--- src/rtl/seven_segment_scan_ctrl.sv ---
// Four-digit common-anode scan controller: one shared decoder, blanking gap between
// digits, frame-aligned double buffering. Define SEVEN_SEGMENT_SCAN_CTRL_LZB_EN for leading-zero blanking.
module seven_segment_scan_ctrl #(
  parameter logic [15:0] SCAN_DIV  = 16'd50000,
  parameter logic [15:0] BLANK_CYC = 16'd1000,
  parameter int          CNT_W     = 16
) (
  input  logic        clk,
  input  logic        rst,
  input  logic        en,
  input  logic        load,
  input  logic [15:0] data_in,
  input  logic [3:0]  dp_in,
  output logic        A,
  output logic        B,
  output logic        C,
  output logic        D,
  output logic        dp_out,
  output logic [3:0]  an,
  output logic        frame_tick
);

  typedef enum logic {S_BLANK = 1'b0, S_SHOW = 1'b1} state_e;

  localparam logic [CNT_W-1:0] SHOW_LAST  = CNT_W'(SCAN_DIV - 16'd1);
  localparam logic [CNT_W-1:0] BLANK_LAST = CNT_W'(BLANK_CYC - 16'd1);

  state_e            state_q, state_d;
  logic [1:0]        idx_q, idx_d;
  logic [CNT_W-1:0]  cnt_q, cnt_d;
  logic              first_q, first_d;
  logic [15:0]       shadow_q, shadow_d;
  logic [3:0]        shadow_dp_q, shadow_dp_d;
  logic              pending_q, pending_d;
  logic [3:0][3:0]   active_q, active_d;
  logic [3:0]        active_dp_q, active_dp_d;
  logic [3:0]        an_q, an_d;
  logic [3:0]        nib_q, nib_d;
  logic              dp_q, dp_d;
  logic              tick_q, tick_d;
  logic              boundary;
`ifdef SEVEN_SEGMENT_SCAN_CTRL_LZB_EN
  logic              lz;
`endif

  always_ff @(posedge clk or posedge rst) begin
    if (rst) begin
      state_q     <= S_BLANK;
      idx_q       <= 2'd0;
      cnt_q       <= '0;
      first_q     <= 1'b1;
      shadow_q    <= '0;
      shadow_dp_q <= '0;
      pending_q   <= 1'b0;
      active_q    <= '0;
      active_dp_q <= '0;
      an_q        <= 4'hF;
      nib_q       <= '0;
      dp_q        <= 1'b0;
      tick_q      <= 1'b0;
    end else begin
      state_q     <= state_d;
      idx_q       <= idx_d;
      cnt_q       <= cnt_d;
      first_q     <= first_d;
      shadow_q    <= shadow_d;
      shadow_dp_q <= shadow_dp_d;
      pending_q   <= pending_d;
      active_q    <= active_d;
      active_dp_q <= active_dp_d;
      an_q        <= an_d;
      nib_q       <= nib_d;
      dp_q        <= dp_d;
      tick_q      <= tick_d;
    end
  end

  always_comb begin
    state_d     = state_q;
    idx_d       = idx_q;
    cnt_d       = cnt_q;
    first_d     = first_q;
    shadow_d    = shadow_q;
    shadow_dp_d = shadow_dp_q;
    pending_d   = pending_q;
    active_d    = active_q;
    active_dp_d = active_dp_q;
    nib_d       = nib_q;
    dp_d        = dp_q;
    an_d        = 4'hF;
    boundary    = 1'b0;
`ifdef SEVEN_SEGMENT_SCAN_CTRL_LZB_EN
    lz          = 1'b0;
`endif

    if (!en) begin
      // first_q makes the next BLANK exit land on digit 0 as a frame boundary
      state_d = S_BLANK;
      idx_d   = 2'd0;
      cnt_d   = '0;
      first_d = 1'b1;
    end else begin
      case (state_q)
        S_SHOW: begin
          if (cnt_q == SHOW_LAST) begin
            state_d = S_BLANK;
            cnt_d   = '0;
          end else begin
            cnt_d = cnt_q + CNT_W'(1);
          end
        end
        default: begin
          if (cnt_q == BLANK_LAST) begin
            state_d = S_SHOW;
            cnt_d   = '0;
            first_d = 1'b0;
            if (first_q || idx_q == 2'd3) begin
              idx_d    = 2'd0;
              boundary = 1'b1;
            end else begin
              idx_d = idx_q + 2'd1;
            end
          end else begin
            cnt_d = cnt_q + CNT_W'(1);
          end
        end
      endcase
    end

    // Commit uses the pre-load shadow; a same-cycle load stays pending.
    if (boundary && pending_q) begin
      active_d    = shadow_q;
      active_dp_d = shadow_dp_q;
    end
    if (boundary) pending_d = 1'b0;
    if (load) begin
      shadow_d    = data_in;
      shadow_dp_d = dp_in;
      pending_d   = 1'b1;
    end

    tick_d = boundary;
    if (state_d == S_SHOW) begin
      nib_d = active_d[idx_d];
      dp_d  = active_dp_d[idx_d];
      an_d  = ~(4'b0001 << idx_d);
`ifdef SEVEN_SEGMENT_SCAN_CTRL_LZB_EN
      lz = (idx_d != 2'd0) && !active_dp_d[idx_d];
      for (int i = 0; i < 4; i++)
        if (i >= int'(idx_d) && active_d[i] != 4'h0) lz = 1'b0;
      if (lz) an_d = 4'hF;
`endif
    end
  end

  assign {A, B, C, D} = nib_q;
  assign dp_out       = dp_q;
  assign an           = an_q;
  assign frame_tick   = tick_q;

endmodule

--- config.mk ---
export PLATFORM = sky130hd
export DESIGN_NAME = seven_segment_scan_ctrl
export DESIGN_NICKNAME = d
export VERILOG_FILES = /design/src/rtl/seven_segment_scan_ctrl.sv
export SDC_FILE = /design/constraint.sdc
export NUM_CORES = 1
export LEC_CHECK = 0
export CORE_MARGIN = 2
export CORE_UTILIZATION = 40
export DETAILED_ROUTE_END_ITERATION = 12
export PLACE_DENSITY_LB_ADDON = 0.3
export SLEW_MARGIN = 30
export SYNTH_ARGS = -nofsm -noshare
export SYNTH_HDL_FRONTEND = slang
export SYNTH_SLANG_ARGS = --single-unit
--- constraint.sdc ---
create_clock -name clk -period 7.3 [get_ports clk]
set_input_delay 1.825 -clock clk [delete_from_list [all_inputs] [get_ports clk]]
set_output_delay 1.825 -clock clk [all_outputs]
set_load 0.02 [all_outputs]
* Yosys cells after proc, flatten, opt, wreduce, memory -nomap -nowiden
Cells that the tools add are included.
Storage, ports and cells: bits in registers 71, bits of input ports 24, output and inout port bits 10
Cells by class: add/sub/neg operators 2, order comparisons 1, equality and inequality tests 5, shift operators 1, multiplexer cells 28, bitwise gates (word level) 1, reduce and logical (&&, ||, !) cells 4
Operators by type and width (count):
- $mux 16 | 5
- $add 16x1->16 const B | 1
- $eq 16x10->1 const B | 1
- $eq 16x16->1 const B | 1
- $mux 1 | 14
- $mux 4 | 3
- $bmux 4 s2 | 1
- $mux 2 | 4
- $not 4->4 | 1
- $shl 1x2->4 const A | 1
- $lt 2x3->1 const B | 1
- $add 2x1->2 const B | 1
- $bmux 1 s2 | 1
- $eq 2x2->1 const B | 1
- $ne 2x1->1 const B | 1
- $ne 2x2->1 const B | 1
- $reduce_and 2->1 | 1
- $reduce_bool 2->1 | 1
- $logic_and 1x1->1 | 1
- $logic_or 1x1->1 | 1

* Logic depth before layout (Yosys ltp)
Gate-level depths: netlist of the first run.
word-level depth 10, gate-level depth with buffers 9

* Worst setup path after synthesis of the first run
OpenSTA, ideal clock, no wires.
path type input -> register, start point input port en, end point register nib_q[2], arrival 2989 ps, data required time 7169 ps, setup slack 4181 ps, stages 7, buffers on the path 1, cell sequence nor3b_1 -> nand2b_1 -> mux2_4 -> buf_6 -> mux2_1 -> o211ai_1 -> nand3_1
On the way: cells in the longest elaborated chain, start to end 5
RTL lines:
- start, declared | RTL line 10 | input logic en,
- $mux 1 | RTL line 96 | if (!en) begin
- $logic_and 1x1->1 | RTL line 131 | if (boundary && pending_q) begin
- $mux 16 | RTL line 131
- $bmux 4 s2 | RTL line 144 | nib_d = active_d[idx_d];
- $mux 4 (implied by the code) | RTL line 144
- end signal, assigned | RTL line 72 | nib_q <= nib_d;
- end, declared | RTL line 38 | logic [3:0] nib_q, nib_d;
Several ways; a longest one is shown, not always the timed one. The select of a mux whose other input is x is not followed. A chain may end at the register's enable or synchronous reset.

* Worst setup path in the final report of the first run
start point input port en, end point register nib_q[0]
Same word-level chain as after synthesis.

==> run metrics, run 1 <==
Layout area overhead 20.1%; share of layout cells above drive strength 1 19.0%; # setup viols final 0; synthesized area 0.00314 mm2; first-pass GRT wire length 9.93 mm; fmax 0.258 GHz; Worst path max stage delay 0.70 ns; die height 92.6 um; fin crit share 53.1%; worst-path cell chain clkdlybuf4s50_1 -> o21a_1 -> nand4_1 -> o21ai_0 -> a21oi_1 -> o31a_1; Hold Fails Final Rpt 0; number of routed nets with antenna violations 0; PD cells 205 mW/mm2; CP Depth 6; total core area 0.00765 mm2; Post-Route WL 5.75 mm; WL/cell 13.3 um; worst hold path class reg2reg; HPWL Detailed 3.87 mm; clock latency on the worst-skew pair 0.35 ns; Pint 0.590 mW; Slowest cell on crit path nand4_1; Switching Share 23.5%; GRT Util Overall 15.2%; placer congestion estimate 0.793; dpl ws 3.04 ns; Nets 352; initial antenna violation count 0; Port Buffers 33; cell family with most CP delay compound AO/OA/AOI/OAI gates; Comb power frac 5.2%; relative slew slack 41.6%; Post-Synthesis Cells 288; Unique masters post-synth 42; largest net degree at the start of global routing 72; number of global-route vias before repair 2,056; switching power total 0.181 mW; setup bufs post-CTS 0; Sum Neg Setup Slack 0 ns; CTS resizes 0; fin util 49.3%; CP Class in2reg; clock power share 41.2%; syn nets 314; Least-Margin Pin Slew 0.873 ns; I/O pin count 34; row count 32; cts bufs inserted 9; worst setup margin 3.42 ns; Reg2Reg Depth 8; CTS root buf clkbuf_8; Clock Tree Buf Depth 2; FF+latch count, synth 71; CTS tree done; Worst-path clk slew 0.08 ns; sequential power share 53.6%; starting DRC count in detailed routing 68; WP data arrival 4.12 ns; crit end category flop; yosys warns 0; status finished clean; Tmin final 3.88 ns; worst path bufs/invs 1; die area 0.00857 mm2; Die Width 92.6 um; RSZ-0062 raised after global routing no; CP max FO 21; Ant. Diodes 0; Static Leak 1.78 nW; cts hold-fix bufs 0; max-capacitance violation count 0; via-per-instance ratio 4.83; peak supply drop 0.000115 V; DRT Pass-1 Iters 4; post-synthesis sequential area ratio 56.8%; average cell area after synthesis 10.9 um2; WP data required 7.54 ns; pins over their slew limit 0; CP startpoint kind input port; clock skew 0.00817 ns; routed vias 2,092; gr ovfl total 0; Min-Delay Path Depth 1; DR DRC count 0; Clock Sinks 71; H-tree depth 3; Starting Density 41.0%
==> sequential cells by signal (all words and copies together), names as in the netlist <==
| register | count |
|---|---|
| state_q | 1 |
| an | 4 |
| active_dp_q | 4 |
| nib_q | 4 |
| cnt_q | 16 |
| shadow_dp_q | 4 |
| frame_tick | 1 |
| idx_q | 2 |
| first_q | 1 |
| dp_out | 1 |
| pending_q | 1 |
| active_q | 16 |
| shadow_q | 16 |
==> path summary, 6_finish.rpt <==
kind                                endpoint  slack [ns]      from
worst max-delay path                nib_q[0]        3.42        en
max in group asynchronous        shadow_q[0]        4.91       rst
worst max register to register      nib_q[0]        4.68  cnt_q[0]
worst min register to register      cnt_q[0]        0.45  cnt_q[0]
worst min-delay path                cnt_q[0]        0.45  cnt_q[0]
min in group asynchronous       shadow_q[10]        1.94       rst
==> cell type report <==
cell class | instances | area (um2)
Clock buffer | 9 | 124
Timing Repair Buffer | 36 | 349
Clock inverter | 7 | 81.3
Tap cell | 102 | 128
Fill cell | 720 | 3880
Multi-Input combinational cell | 200 | 1270
Sequential cell | 71 | 1780
Inverter | 8 | 30.0
==> routing by layer <==
layer	share of wire (%)	GRT usage [%]	vias up	wire length, um
met5	0	0	-	0
met4	1.7	7.46	0	98
met3	4.2	5.21	9	244
met2	45	22.7	37	2590
met1	49	19.8	1004	2820
li1	-	-	1042	-
==> kinds of logic after synthesis <==
family                   count (synthesis)  share of synthesized area, %
AO/OA/AOI/OAI                           19                          4.67
XOR/XNOR                                14                          3.91
adder cells (fa/ha/maj)                  2                         0.798
buffers and inverters                   17                          2.55
flip-flops                              71                          56.8
multiplexers                            30                          10.8
AND/OR/NAND/NOR                        135                          20.5
==> placed cells by master, fill, tap and decap left out, drive strengths merged, types with 2 or more instances in the layout <==
cell           count
mux2i              3
and2               3
nand2             74
a22oi              3
o211ai             5
nor3               2
nor3b              2
nand2b             2
clkdlybuf4s50     32
a21oi              4
nand3             12
xnor2              6
dfstp              5
clkbuf             9
nor2              25
xor2               8
ha                 2
o21ai              3
clkinv             4
nand4              4
mux2              27
inv                9
dfrtp             66
and3               6
and4bb             2
buf                4
==> through the flow <==
| stage | total power, mW | hold WS (ns) | cells | cell area (um2) |
|---|---|---|---|---|
| floorplan | 0.442 | 0.425 | 288 | 3140 |
| global placement | 0.461 | 0.443 | 415 | 3550 |
| detailed placement | 0.462 | 0.441 | 417 | 3560 |
| CTS | 0.783 | 0.451 | 433 | 3770 |
| global route | 0.806 | 0.482 | 433 | 3770 |
| finish | 0.771 | 0.447 | 433 | 3770 |
==> cells in the mapped netlist <==
master	n	share of area [%]
mux2_2	24	8.6
nand2b_1	2	0.40
inv_1	6	0.72
buf_2	1	0.16
nand2_4	1	0.36
nand3b_1	1	0.24
nand4_1	4	0.80
o21bai_1	1	0.24
and2_1	2	0.40
a21oi_1	3	0.48
o21ai_2	2	0.56
mux2_4	1	0.48
and2_2	1	0.24
and4bb_2	1	0.40
o31a_1	1	0.28
ha_1	2	0.80
nor3_4	2	1.0
a22oi_1	3	0.72
inv_2	2	0.24
nor2_4	1	0.36
and4_1	1	0.28
nand2_1	73	8.7
or3_4	1	0.36
and3_1	6	1.2
xnor2_1	6	1.7
dfrtp_1	66	53
clkbuf_1	5	0.60
nand3_1	12	1.9
nor2_1	24	2.9
a21oi_4	1	0.52
o211ai_1	5	1.2
o21a_1	1	0.24
o221ai_1	1	0.28
mux2i_1	3	0.96
and4bb_1	1	0.40
nor3b_1	2	0.48
buf_6	1	0.36
mux2_1	2	0.72
o21ai_0	1	0.16
dfstp_2	5	4.2
buf_4	2	0.48
xor2_1	8	2.2
==> power by group through the flow <==
stage	clock network, mW	logic, mW	registers, mW
floorplan	0	0.0232	0.418
global placement	0	0.0400	0.421
detailed placement	0	0.0413	0.421
CTS	0.328	0.0413	0.413
global route	0.346	0.0449	0.415
finish	0.318	0.0400	0.413
==> worst register-to-register path, cell delays in order (launching register included) <==
cell	delay [ns]
dfrtp_1	0.36
ha_1	0.23
and2_1	0.16
nand3_1	0.16
nor2_1	0.14
nand4_1	0.70
o21ai_0	0.42
a21oi_1	0.07
o31a_1	0.29
Power figures use the tool's default switching activity.
==> run 2: changes to the inputs <==
==> constraint.sdc (replaced) <==
create_clock -name clk -period 3.9 [get_ports clk]
set_input_delay 0.975 -clock clk [delete_from_list [all_inputs] [get_ports clk]]
set_output_delay 0.975 -clock clk [all_outputs]
set_load 0.02 [all_outputs]
==> run 2 against run 1 <==
Compared with the run above:
- first-iteration DRC count up 53%
- flip-flop and latch count stayed put
- cell count up 0.23%
- highest routed layer unchanged
==> run metrics, run 2 (same netlist as run 1, synthesis figures left out) <==
dpl ws 0.896 ns; met3 WL post-DR 215 um; Inst Count DP 418; post-route cell area 0.00379 mm2; DR DRC count 0; R2R Setup Slk 1.60 ns; Layout area overhead 20.7%; Sum Neg Setup Slack 0 ns; peak supply drop 0.000189 V; max layer used met4; crit end category flop; commonest non-fill, non-tap cells in the layout nand2_1 (73), dfrtp_1 (66), clkdlybuf4s50_1 (32); Ant. Diodes 0; status finished clean; CTS tree done; row count 32; worst hold path class reg2reg; WL/cell 13.5 um; total core area 0.00765 mm2; top flop regs active_q: 16 flops, cnt_q: 16 flops, shadow_q: 16 flops; DRT met1 WL 2.95 mm; Worst-path clk slew 0.08 ns; routed vias 2,114; fmax 0.380 GHz; largest net degree at the start of global routing 44; setup bufs post-CTS 0; Critical Path Start en; post-route non-filler standard cell count 434; Final Power 1.46 mW; die height 92.6 um; number of global-route vias before repair 2,157; Least-Margin Pin Slew 0.789 ns; die area 0.00857 mm2; cts hold-fix bufs 0; gr ovfl total 0; Hold Fails Final Rpt 0; WP data arrival 2.90 ns; DRT Pass-1 Iters 4; Starting Density 41.0%; Clock Tree Buf Depth 2; reg2reg end nib_q[3]; GRT Util Overall 15.2%; FILL cells 717; first-pass GRT wire length 10.3 mm; CP Class in2reg; CTS root buf clkbuf_8; CP startpoint kind input port; PD cells 386 mW/mm2; number of routed nets with antenna violations 0; Port Buffers 33; fin crit share 67.5%; via-per-instance ratio 4.87; H-tree depth 3; CTS resizes 0; clock skew 0.0128 ns; share of layout cells above drive strength 1 19.0%; Die Width 92.6 um; Placed Instance Area 0.00359 mm2; Tmin final 2.63 ns; Sequential cell area 0.00178 mm2; starting DRC count in detailed routing 104; CP endpoint nib_q[3]; worst setup margin 1.27 ns; commonest non-fill, non-tap cell in the layout nand2_1; HPWL Detailed 4.02 mm; hold_ws 0.461 ns; pins over their slew limit 0; worst r2r src cnt_q[5]; CP max FO 7; placer congestion estimate 0.780; WP data required 4.17 ns; Static Leak 1.79 nW; clock latency on the worst-skew pair 0.35 ns; area of the multi-input gates 0.00127 mm2; cts bufs inserted 9; Post-Route WL 5.86 mm; # setup viols final 0; met2 WL post-DR 2.60 mm; max-capacitance violation count 0; I/O pin count 34; relative slew slack 47.4%; initial antenna violation count 0; RSZ-0062 raised after global routing no; fin util 49.5%; Nets 353; Reg2Reg Depth 6; Clock Sinks 71
[run 2: cell type report]
type | count | area share, %
clock buffer | 11 | 3.73
clock inverter | 5 | 1.68
inverter | 8 | 0.793
multi-input combinational | 200 | 33.6
sequential | 71 | 47.1
tap | 102 | 3.37
timing repair buffer | 37 | 9.71
[run 2: power breakdown]
part / switching (mW) / total, mW / leakage [nW] / internal (mW)
registers: 0.0141 / 0.773 / 0.922 / 0.759
clock network: 0.292 / 0.612 / 0.101 / 0.320
logic: 0.0320 / 0.0767 / 0.766 / 0.0447
[run 2: worst min-delay path by stage]
stage / from / end / cells after the start
global placement: cnt_q[0] / cnt_q[0] / 1
CTS: cnt_q[0] / cnt_q[0] / 1
floorplan: cnt_q[0] / cnt_q[0] / 1
finish: cnt_q[0] / cnt_q[0] / 1
detailed placement: cnt_q[0] / cnt_q[0] / 1
global route: active_dp_q[2] / active_dp_q[2] / 2
[run 2: critical path: stages]
cell	delay, ns
clkdlybuf4s50_1	0.60
nor3b_1	0.28
nand4_1	0.12
nor2_1	0.23
a21oi_1	0.07
nor2_1	0.36
a22oi_1	0.12
o211ai_1	0.13
[run 2: layer usage]
layer  vias up  GRT usage (%)
li1       1040              -
met1      1028           21.3
met2        36           22.6
met3        10           3.82
met4         0           6.47
met5         -              0
==> run 3: changes to the inputs <==
==> constraint.sdc (replaced) <==
create_clock -name clk -period 2.7 [get_ports clk]
set_input_delay 0.675 -clock clk [delete_from_list [all_inputs] [get_ports clk]]
set_output_delay 0.675 -clock clk [all_outputs]
set_load 0.02 [all_outputs]
==> run 3 against run 2 <==
Compared with the run above:
- clock skew is essentially flat
- register-to-register slack worse by 1.2 ns
- non-clock buffer count grew 6
- first-iteration DRC count shrank 13%
- clock power grew 44%
- flip-flop and latch count stayed put
- global-route usage rose by 0.62 points
- count of clock-buffer cells in the layout increased by 1
- hold slack lost 0.014 ns
- worst setup slack got worse by 0.84 ns
- critical endpoint unchanged
==> run metrics, run 3 (same netlist as run 1, synthesis figures left out) <==
placer congestion estimate 0.746; top flop regs active_q: 16 flops, cnt_q: 16 flops, shadow_q: 16 flops; CTS resizes 0; I/O pin count 34; dpl ws 0.145 ns; cts bufs inserted 9; largest net degree at the start of global routing 27; die area 0.00857 mm2; CTS root buf clkbuf_8; setup bufs post-CTS 0; via-per-instance ratio 4.93; DR DRC count 0; Static Leak 1.82 nW; peak supply drop 0.000228 V; CP startpoint kind flop; # setup viols final 0; CP Class reg2reg; gr ovfl total 0; total core area 0.00765 mm2; Worst-path clk slew 0.08 ns; Clock Sinks 71; max-capacitance violation count 0; Tmin final 2.27 ns; crit end category flop; initial antenna violation count 0; FILL cells 720; Final Power 2.11 mW; Layout area overhead 21.9%; worst setup margin 0.430 ns; PD cells 553 mW/mm2; commonest non-fill, non-tap cells in the layout nand2_1 (73), dfrtp_1 (66), clkdlybuf4s50_1 (33); Slowest cell on crit path mux2_4; post-route non-filler standard cell count 440; H-tree depth 3; fin crit share 84.1%; Clock Tree Buf Depth 2; worst-path cell chain and3_1 -> nand2_4 -> nor3_4 -> mux2_4 -> mux2_2 -> a22oi_1 -> o211ai_1; fmax 0.441 GHz; Post-Route WL 5.92 mm; Die Width 92.6 um; number of routed nets with antenna violations 0; DRT Pass-1 Iters 4; CTS tree done; CP max FO 14; share of layout cells above drive strength 1 20.1%; clock skew 0.0131 ns; worst hold path class reg2reg; status finished clean; Sum Neg Setup Slack 0 ns; GRT Util Overall 15.9%; cell family with most CP delay simple AND/OR/NAND/NOR gates; WP data required 2.93 ns; starting DRC count in detailed routing 90; WP data arrival 2.50 ns; RSZ-0062 raised after global routing no; Ant. Diodes 0; pins over their slew limit 0; Hold Fails Final Rpt 0; routed vias 2,168; Least-Margin Pin Slew 0.531 ns; clock latency on the worst-skew pair 0.35 ns; Worst path max stage delay 0.42 ns; HPWL Detailed 4.08 mm; relative slew slack 64.5%; Port Buffers 33; die height 92.6 um; Nets 359; hold_ws 0.447 ns; worst path bufs/invs 0; Starting Density 41.0%; WL/cell 13.5 um; number of global-route vias before repair 2,232; cts hold-fix bufs 0; first-pass GRT wire length 10.4 mm; Inst Count DP 424; row count 32; commonest non-fill, non-tap cell in the layout nand2_1
==> run 3: routing by layer <==
layer	vias to the layer above	global-route usage [%]	share of wire [%]
met5	-	0	0
met4	0	6.72	1.6
met3	9	5.37	4.8
met2	43	24.2	46
met1	1064	20.7	47
li1	1052	-	-
==> run 3: worst paths after layout <==
check / start / to / slack, ns / depth (start not counted)
worst max-delay path: cnt_q[5] / nib_q[3] / 0.43 / 7
worst min-delay path: cnt_q[0] / cnt_q[0] / 0.45 / 1
worst max register to register: cnt_q[5] / nib_q[3] / 0.43 / 7
worst min register to register: cnt_q[0] / cnt_q[0] / 0.45 / 1
max in group asynchronous: rst / cnt_q[12] / 1.39 / 3
min in group asynchronous: rst / shadow_q[10] / 0.68 / 2
==> run 3: final cells by class <==
type / instances / area, um2 / area share (%)
clock buffers: 12 / 155 / 4.06
clock inverters: 4 / 52.6 / 1.37
inverters: 8 / 30.0 / 0.785
multi-input cells: 200 / 1270 / 33.3
flip-flops and latches: 71 / 1780 / 46.6
well taps: 102 / 128 / 3.34
repair buffers: 43 / 403 / 10.5
==> run 3: report_power, final <==
group,leakage [nW],switching [mW],internal (mW)
combinational,0.791,0.0467,0.0667
sequential,0.922,0.0212,1.10
clock,0.107,0.402,0.481
==> run 3: stage by stage <==
stage / instance area [um2] / utilization, %
final: 3820 / 50.0
after global routing: 3820 / 50.0
after CTS: 3820 / 50.0
after detailed placement: 3620 / 47.3
after global placement: 3600 / 47.1
after floorplan: 3140 / -
